--- config.mk ---
export PLATFORM = sky130hd
export DESIGN_NAME = ball_motion_sched
export DESIGN_NICKNAME = d
export VERILOG_FILES = /design/src/rtl/ball_motion_sched.sv
export SDC_FILE = /design/constraint.sdc
export NUM_CORES = 1
export LEC_CHECK = 0
export ABC_AREA = 1
export CAP_MARGIN = 10
export CORE_ASPECT_RATIO = 2
export CORE_MARGIN = 3
export CORE_UTILIZATION = 40
export CTS_CLUSTER_SIZE = 40
export DETAILED_ROUTE_END_ITERATION = 6
export PLACE_DENSITY = 0.56
export SYNTH_ARGS = -nofsm -noshare
export SYNTH_HDL_FRONTEND = slang
export SYNTH_SLANG_ARGS = --single-unit
export TNS_END_PERCENT = 5
--- constraint.sdc ---
create_clock -name clk -period 7.8 [get_ports clk]
set_input_delay 1.56 -clock clk [delete_from_list [all_inputs] [get_ports clk]]
set_output_delay 1.56 -clock clk [all_outputs]
set_load 0.01 [all_outputs]
--- src/rtl/ball_motion_sched.sv ---
// ============================================================================
//  Module      : ball_motion_sched
//  Description : Per-frame motion sequencer for up to CNT balls. On every
//                frame tick it walks the ball slots in index order, moves
//                each active ball by its velocity, bounces it off the side
//                walls and the ceiling, and retires it when it falls through
//                the floor. New balls are loaded from a launch request
//                interface while idle.
//  Options     : `define BALL_PADDLE_BOUNCE_EN adds paddle_x/paddle_w/paddle_y
//                inputs and a paddle bounce that overrides floor loss.
//  Revision    : 1.0 - initial release
// ============================================================================
`timescale 1ns/1ps
`default_nettype none

module ball_motion_sched #(
    parameter int CNT   = 3,
    parameter int H_RES = 640,
    parameter int V_RES = 480
) (
    input  logic                                     clk,
    input  logic                                     rst_n,
    input  logic                                     frame_tick,
    input  logic [5:0]                               radius,
    input  logic                                     launch_req,
    input  logic [9:0]                               launch_x,
    input  logic [9:0]                               launch_y,
    input  logic [3:0]                               launch_vx,
    input  logic [3:0]                               launch_vy,
`ifdef BALL_PADDLE_BOUNCE_EN
    input  logic [9:0]                               paddle_x,
    input  logic [7:0]                               paddle_w,
    input  logic [9:0]                               paddle_y,
`endif
    output logic                                     launch_ack,
    output logic                                     launch_full,
    output logic [CNT*10-1:0]                        xs,
    output logic [CNT*10-1:0]                        ys,
    output logic [CNT-1:0]                           balls,
    output logic                                     busy,
    output logic                                     lost,
    output logic [((CNT > 1) ? $clog2(CNT) : 1)-1:0] lost_idx,
    output logic                                     overrun
);

    localparam int IDX_W = (CNT > 1) ? $clog2(CNT) : 1;

    localparam logic [1:0] S_IDLE  = 2'd0;
    localparam logic [1:0] S_CALC  = 2'd1;
    localparam logic [1:0] S_WRITE = 2'd2;
    localparam logic [1:0] S_NEXT  = 2'd3;

    localparam logic signed [11:0] C_X_MAX    = 12'(H_RES - 1);
    localparam logic signed [11:0] C_Y_MAX    = 12'(V_RES - 1);
    localparam logic [IDX_W-1:0]   C_LAST_IDX = IDX_W'(CNT - 1);

    // A velocity of -8 has no positive counterpart in 4 bits, so it is
    // clamped to -7 to keep every negation in range.
    function automatic logic signed [3:0] sat_vel(input logic [3:0] v);
        return (v == 4'b1000) ? 4'sb1001 : $signed(v);
    endfunction

    logic [1:0]              r_state;
    logic [IDX_W-1:0]        r_idx;
    logic signed [3:0]       r_vx [CNT];
    logic signed [3:0]       r_vy [CNT];

    // Results of CALC, held for the WRITE cycle
    logic [9:0]              r_cx;
    logic [9:0]              r_cy;
    logic signed [3:0]       r_cvx;
    logic signed [3:0]       r_cvy;
    logic                    r_clost;

    logic [9:0]              w_cur_x;
    logic [9:0]              w_cur_y;
    logic signed [3:0]       w_cur_vx;
    logic signed [3:0]       w_cur_vy;
    logic signed [11:0]      w_rad;
    logic signed [11:0]      w_nx;
    logic signed [11:0]      w_ny;
    logic signed [11:0]      w_nx_lo;
    logic signed [11:0]      w_nx_hi;
    logic signed [11:0]      w_ny_lo;
    logic signed [11:0]      w_ny_hi;
    logic [9:0]              w_new_x;
    logic [9:0]              w_new_y;
    logic signed [3:0]       w_new_vx;
    logic signed [3:0]       w_new_vy;
    logic                    w_new_lost;
    logic                    w_pad_hit;
    logic                    w_free_any;
    logic [IDX_W-1:0]        w_free_idx;

    assign w_cur_x  = xs[r_idx*10 +: 10];
    assign w_cur_y  = ys[r_idx*10 +: 10];
    assign w_cur_vx = r_vx[r_idx];
    assign w_cur_vy = r_vy[r_idx];
    assign w_rad    = $signed({6'b000000, radius});
    assign w_nx     = $signed({2'b00, w_cur_x}) + $signed({{8{w_cur_vx[3]}}, w_cur_vx});
    assign w_ny     = $signed({2'b00, w_cur_y}) + $signed({{8{w_cur_vy[3]}}, w_cur_vy});
    assign w_nx_lo  = w_nx - w_rad;
    assign w_nx_hi  = w_nx + w_rad;
    assign w_ny_lo  = w_ny - w_rad;
    assign w_ny_hi  = w_ny + w_rad;

`ifdef BALL_PADDLE_BOUNCE_EN
    logic [10:0] w_pad_end;
    assign w_pad_end = {1'b0, paddle_x} + {3'b000, paddle_w};
    assign w_pad_hit = (w_ny_hi >= $signed({2'b00, paddle_y}))
                     && (w_cur_x >= paddle_x)
                     && ({1'b0, w_cur_x} < w_pad_end);
`else
    assign w_pad_hit = 1'b0;
`endif

    // Next position/velocity of the current slot; x and y are independent
    always_comb begin
        w_new_x    = w_nx[9:0];
        w_new_vx   = w_cur_vx;
        w_new_y    = w_ny[9:0];
        w_new_vy   = w_cur_vy;
        w_new_lost = 1'b0;
        if ((w_nx_lo < 12'sd0) || (w_nx_hi > C_X_MAX)) begin
            w_new_x  = w_cur_x;
            w_new_vx = -w_cur_vx;
        end
        if (w_ny_lo < 12'sd0) begin
            w_new_y  = w_cur_y;
            w_new_vy = -w_cur_vy;
        end else if (w_pad_hit) begin
            // Paddle always sends the ball upward, whatever its direction
            w_new_y  = w_cur_y;
            w_new_vy = w_cur_vy[3] ? w_cur_vy : -w_cur_vy;
        end else if (w_ny_hi > C_Y_MAX) begin
            w_new_lost = 1'b1;
        end
    end

    // Lowest-index free slot for a launch
    always_comb begin
        w_free_any = 1'b0;
        w_free_idx = '0;
        for (int i = CNT - 1; i >= 0; i--) begin
            if (!balls[i]) begin
                w_free_any = 1'b1;
                w_free_idx = IDX_W'(i);
            end
        end
    end

    // Sequencer FSM, slot storage and status pulses
    always_ff @(posedge clk or negedge rst_n) begin
        if (!rst_n) begin
            r_state     <= S_IDLE;
            r_idx       <= '0;
            xs          <= '0;
            ys          <= '0;
            balls       <= '0;
            busy        <= 1'b0;
            launch_ack  <= 1'b0;
            launch_full <= 1'b0;
            lost        <= 1'b0;
            lost_idx    <= '0;
            overrun     <= 1'b0;
            r_cx        <= '0;
            r_cy        <= '0;
            r_cvx       <= '0;
            r_cvy       <= '0;
            r_clost     <= 1'b0;
            for (int i = 0; i < CNT; i++) begin
                r_vx[i] <= '0;
                r_vy[i] <= '0;
            end
        end else begin
            launch_ack  <= 1'b0;
            launch_full <= 1'b0;
            lost        <= 1'b0;
            if (frame_tick && (r_state != S_IDLE)) begin
                overrun <= 1'b1;
            end
            case (r_state)
                S_IDLE: begin
                    if (frame_tick) begin
                        r_idx   <= '0;
                        busy    <= 1'b1;
                        r_state <= S_CALC;
                    end else if (launch_req) begin
                        if (w_free_any) begin
                            xs[w_free_idx*10 +: 10] <= launch_x;
                            ys[w_free_idx*10 +: 10] <= launch_y;
                            r_vx[w_free_idx]        <= sat_vel(launch_vx);
                            r_vy[w_free_idx]        <= sat_vel(launch_vy);
                            balls[w_free_idx]       <= 1'b1;
                            launch_ack              <= 1'b1;
                        end else begin
                            launch_full <= 1'b1;
                        end
                    end
                end
                S_CALC: begin
                    if (!balls[r_idx]) begin
                        r_state <= S_NEXT;
                    end else begin
                        r_cx    <= w_new_x;
                        r_cy    <= w_new_y;
                        r_cvx   <= w_new_vx;
                        r_cvy   <= w_new_vy;
                        r_clost <= w_new_lost;
                        r_state <= S_WRITE;
                    end
                end
                S_WRITE: begin
                    r_vx[r_idx] <= r_cvx;
                    r_vy[r_idx] <= r_cvy;
                    if (r_clost) begin
                        balls[r_idx] <= 1'b0;
                        lost         <= 1'b1;
                        lost_idx     <= r_idx;
                    end else begin
                        xs[r_idx*10 +: 10] <= r_cx;
                        ys[r_idx*10 +: 10] <= r_cy;
                    end
                    r_state <= S_NEXT;
                end
                default: begin
                    if (r_idx == C_LAST_IDX) begin
                        busy    <= 1'b0;
                        r_state <= S_IDLE;
                    end else begin
                        r_idx   <= r_idx + 1'b1;
                        r_state <= S_CALC;
                    end
                end
            endcase
        end
    end

endmodule

`default_nettype wire

==> implementation parameters <==
Parameter                              Value

Final layout
  Fraction of layout instances using a drive strength above 1 ... between 7 and 8%
  Final layout net count ... around 1700
  Ant diodes ... 0
  Area Growth Syn to Fin ... 18.2%
  FILL cells ... roughly 2700

Clock network
  TritonCTS clock tree ... yes
  Post CTS Setup Buffer Count ... 0
  Number of clock buffers inserted by TritonCTS ... 17
  Worst-skew pair later-pin latency ... 0.44 ns
  Clock edge transition at the registers on the reported setup and hold paths ... around 0.06 ns
  H-Tree Depth ... 4
  Root cell of the clock tree ... sky130_fd_sc_hd__clkbuf_16
  Number of clock sinks ... 127
  Number of instances resized during post-cts repair ... 0
  Longest Clk Path Bufs ... 2
  Hold-fix buffers, CTS ... 0

Route
  DRT iter0 DRCs ... 900
  Post-DRT Antenna Nets ... 0
  Via/cell ratio ... about 5.5
  Routed wire length ... 39.8 mm
  Routed wire per std cell ... 20.7 um
  Count of unresolved DRC violations after routing ... 0
  Initial DRT Pass Iterations ... 6
  Count of vias placed by the detailed router ... around 11000

Yosys
  Fraction of the yosys area taken by sequential cells ... 30.5%
  Synth Register Bits ... 127
  Cell Area, Synth ... 10400 um^2
  Gate count after technology mapping ... 1503
  Synthesized net count ... 1607
  Yosys warning total ... 0
  Average cell area after synthesis ... 6.93 um^2
  Number of distinct standard cells referenced by the synthesized netlist ... 56

Global route
  Vias in the first global route ... 10500
  Total track usage ... between 20% and 30%
  First-pass GRT wire length ... 61.1 mm
  Total grt overflow ... 0
  Number of antenna violations at the first check in global routing ... 0
  Largest net degree at the start of global routing ... 67

Critical path
  CP Class ... reg2reg
  Critical path endpoint category ... flip-flop
  Largest stage delay on the critical path ... 0.82 ns
  Critical path data required time ... 8.12 ns
  Startpoint of the lowest-slack register-to-register path ... r_idx[0]$_DFFE_PN0P_
  CP Max Fanout ... 39
  RR Endpoint ... r_cx[6]$_DFFE_PN0P_
  Crit path from ... r_idx[0]$_DFFE_PN0P_
  Cells along the critical path ... buf_4 > nor2_2 > inv_2 > o21a_1 > inv_1 > ha_1 > fa_1 > xor2_1 > ha_1 > a21oi_1 > o21ai_0 > nand3b_1 > nand2_1 > o21ai_0 > nand2_1 > nor2_1 > nand2_1 > nand2_1 > nand2_2 > nand2_2 > nand2_1 > nand3_1 > nand2_1
  Worst Reg-to-Reg Cells ... 23
  CP most frequent cell ... sky130_fd_sc_hd__nand2_1
  Critical path endpoint ... r_cx[6]$_DFFE_PN0P_
  CP max-delay cell ... sky130_fd_sc_hd__dfrtp_2
  Delay-heaviest family, CP ... simple AND/OR/NAND/NOR gates
  Arrival time of the worst setup path ... 5.73 ns
  Buffers & Inverters on Critical Path ... 3
  Worst setup slack for register-to-register paths ... between 2 and 2.5 ns
  Kind of start point of the critical path ... flip-flop
  Critical Path Stages ... 23

Timing
  Slew headroom ... 35.6%
  Period utilisation layout ... 69.3%
  Worst slew pin tran ... about 0.97 ns
  Final max-slew violation count ... 0
  Setup skew after layout ... 0.00961 ns
  Minimum period implied by the final worst setup slack ... 5.40 ns
  Setup violation total in the final timing report ... 0
  Fmax ... 185 MHz
  Setup total negative slack ... 0 ns
  RSZ-0062 raised after global routing ... no
  Total count of hold-check failures in the final report ... 0

Run status
  Outcome ... complete, no violations

Floorplan
  Placeable core area ... 25700 um^2
  Initial cell density of the core ... 40.6%
  Ports placed on the boundary ... 108
  Width of the die ... 120 um
  Cell Rows ... between 80 and 90
  Die area ... ~28000 um^2
  Die outline height ... 234 um

Placement
  PortBufs ... 107
  GPL Wtd Cong ... 1.02
  Detailed Place HPWL ... between 30 and 40 mm

Min path
  Type of the most critical hold path ... reg2reg

Flow run
  Max Cap Viol ... 0
==> state kept, by name, summed over array words and instances, names as in the netlist <==
register and count:
xs 30, ys 30, r_vx 12, r_vy 12, r_cx 10, r_cy 10, r_cvx 4, r_cvy 4
balls 3, lost_idx 2, r_idx 2, r_state 2, busy 1, launch_ack 1, launch_full 1, lost 1
overrun 1, r_clost 1
==> cell families after synthesis <==
kind of cell,after synthesis,share of synthesized area [%]
and+or+nand+nor,629,25.5
muxes,2,0.192
buffers and inverters,285,10.8
xor gates and xnor gates,21,2.20
adders and majority gates,66,8.22
DFF,127,30.5
AOI/OAI and AO/OA,373,22.6
==> synth_stat cells (all sizes together) <==
cell type  number  share of area (%)
nor4            1              0.060
a21boi          1              0.072
clkinv          3               0.11
or2             3               0.18
o221ai          3               0.25
nand2         426                 16
xnor2           2               0.17
dfrtp         127                 31
a22oi          28                2.0
clkbuf         35                1.3
a311oi          2               0.17
buf            33                1.7
a221oi          1              0.084
nor3           15               0.82
a221o           3               0.29
nand3b          7               0.50
o211ai         29                2.1
nand3          92                4.5
o22ai          41                2.5
inv           214                7.7
nand4          11               0.66
and3            1              0.060
a21o            2               0.14
xor2           19                2.0
fa              4               0.77
o21ai         143                7.1
o21bai          3               0.22
nor2           73                3.1
o21a           27                2.0
a21oi          58                3.4
mux2i           2               0.19
a2bb2oi         6               0.50
o31ai           2               0.14
a211oi          1               0.12
a32oi           5               0.42
ha             62                7.4
a31oi          18                1.1
==> stage by stage <==
stage / hold slack [ns] / cells / cell area [um^2] / worst slack (ns) / utilization [%]
floorplan: 0.443 / 1503 / 10400 / 3.81 / -
global placement: 0.458 / 1892 / 11700 / 2.49 / 45.6
detailed placement: 0.462 / 1892 / 11700 / 2.44 / 45.6
CTS: 0.477 / 1924 / 12300 / 2.42 / 48.0
global route: 0.502 / 1924 / 12300 / 2.01 / 48.0
finish: 0.477 / 1924 / 12300 / 2.40 / 48.0
==> worst min-delay path by stage <==
stage,endpoint,startpoint,cells past startpoint,slack (ns)
after global placement,overrun$_DFFE_PN0P_,overrun$_DFFE_PN0P_,1,0.46
final,r_vx[9]$_DFFE_PN0P_,r_vx[9]$_DFFE_PN0P_,2,0.48
after detailed placement,r_vx[9]$_DFFE_PN0P_,r_vx[9]$_DFFE_PN0P_,2,0.46
after global routing,r_vy[9]$_DFFE_PN0P_,r_vy[9]$_DFFE_PN0P_,2,0.50
after floorplan,r_vx[10]$_DFFE_PN0P_,r_vx[10]$_DFFE_PN0P_,2,0.44
after CTS,r_vx[9]$_DFFE_PN0P_,r_vx[9]$_DFFE_PN0P_,2,0.48
==> cells in the final DEF (no fill, tap or decap), types with 4 or more instances in the layout <==
| cell | instances |
|---|---|
| sky130_fd_sc_hd__a21oi_4 | 4 |
| sky130_fd_sc_hd__o21a_1 | 26 |
| sky130_fd_sc_hd__xor2_1 | 13 |
| sky130_fd_sc_hd__a31oi_1 | 18 |
| sky130_fd_sc_hd__clkdlybuf4s50_1 | 106 |
| sky130_fd_sc_hd__nand4_1 | 11 |
| sky130_fd_sc_hd__fa_1 | 4 |
| sky130_fd_sc_hd__nor2_2 | 6 |
| sky130_fd_sc_hd__nor3_1 | 12 |
| sky130_fd_sc_hd__ha_1 | 62 |
| sky130_fd_sc_hd__o21ai_0 | 134 |
| sky130_fd_sc_hd__dfrtp_1 | 126 |
| sky130_fd_sc_hd__inv_2 | 21 |
| sky130_fd_sc_hd__nand3b_1 | 7 |
| sky130_fd_sc_hd__nand3_1 | 90 |
| sky130_fd_sc_hd__a22oi_1 | 28 |
| sky130_fd_sc_hd__buf_4 | 11 |
| sky130_fd_sc_hd__nor2_1 | 63 |
| sky130_fd_sc_hd__xor2_2 | 6 |
| sky130_fd_sc_hd__a21oi_1 | 49 |
| sky130_fd_sc_hd__o21ai_1 | 5 |
| sky130_fd_sc_hd__nand2_1 | 416 |
| sky130_fd_sc_hd__a2bb2oi_1 | 6 |
| sky130_fd_sc_hd__a32oi_1 | 5 |
| sky130_fd_sc_hd__a21oi_2 | 5 |
| sky130_fd_sc_hd__inv_1 | 192 |
| sky130_fd_sc_hd__o211ai_1 | 29 |
| sky130_fd_sc_hd__o22ai_1 | 41 |
| sky130_fd_sc_hd__nand2_2 | 10 |
| sky130_fd_sc_hd__clkbuf_16 | 17 |
==> worst register-to-register path, cell delays in order (launching register included) <==
cell	delay [ns]
sky130_fd_sc_hd__dfrtp_2	0.82
sky130_fd_sc_hd__buf_4	0.42
sky130_fd_sc_hd__nor2_2	0.09
sky130_fd_sc_hd__inv_2	0.56
sky130_fd_sc_hd__o21a_1	0.33
sky130_fd_sc_hd__inv_1	0.08
sky130_fd_sc_hd__ha_1	0.21
sky130_fd_sc_hd__fa_1	0.40
sky130_fd_sc_hd__xor2_1	0.33
sky130_fd_sc_hd__ha_1	0.35
sky130_fd_sc_hd__a21oi_1	0.16
sky130_fd_sc_hd__o21ai_0	0.12
sky130_fd_sc_hd__nand3b_1	0.10
sky130_fd_sc_hd__nand2_1	0.05
sky130_fd_sc_hd__o21ai_0	0.26
sky130_fd_sc_hd__nand2_1	0.09
sky130_fd_sc_hd__nor2_1	0.14
sky130_fd_sc_hd__nand2_1	0.07
sky130_fd_sc_hd__nand2_1	0.07
sky130_fd_sc_hd__nand2_2	0.16
sky130_fd_sc_hd__nand2_2	0.26
sky130_fd_sc_hd__nand2_1	0.08
sky130_fd_sc_hd__nand3_1	0.10
sky130_fd_sc_hd__nand2_1	0.07
==> area by class of cell <==
cell class                      instances  area (um^2)  area share (%)
Multi-Input combinational cell       1091         6120            49.7
Sequential cell                       127         3180            25.8
Clock inverter                         12          158            1.28
Inverter                              217          817            6.64
Tap cell                              340          425            3.46
Clock buffer                           20          467            3.79
Timing Repair Buffer                  117         1140            9.29
==> layer usage <==
metal	track usage (%)	vias to the layer above	part of all wire, %
met4	16.9	0	6.4
met5	0	-	0
li1	-	5110	-
met3	3.09	113	4.3
met1	30.2	4984	35
met2	54.1	400	54
Power is left out: the tool's default activity adds up to more than one toggle a clock period on the data nets, which glitch-free logic cannot reach.
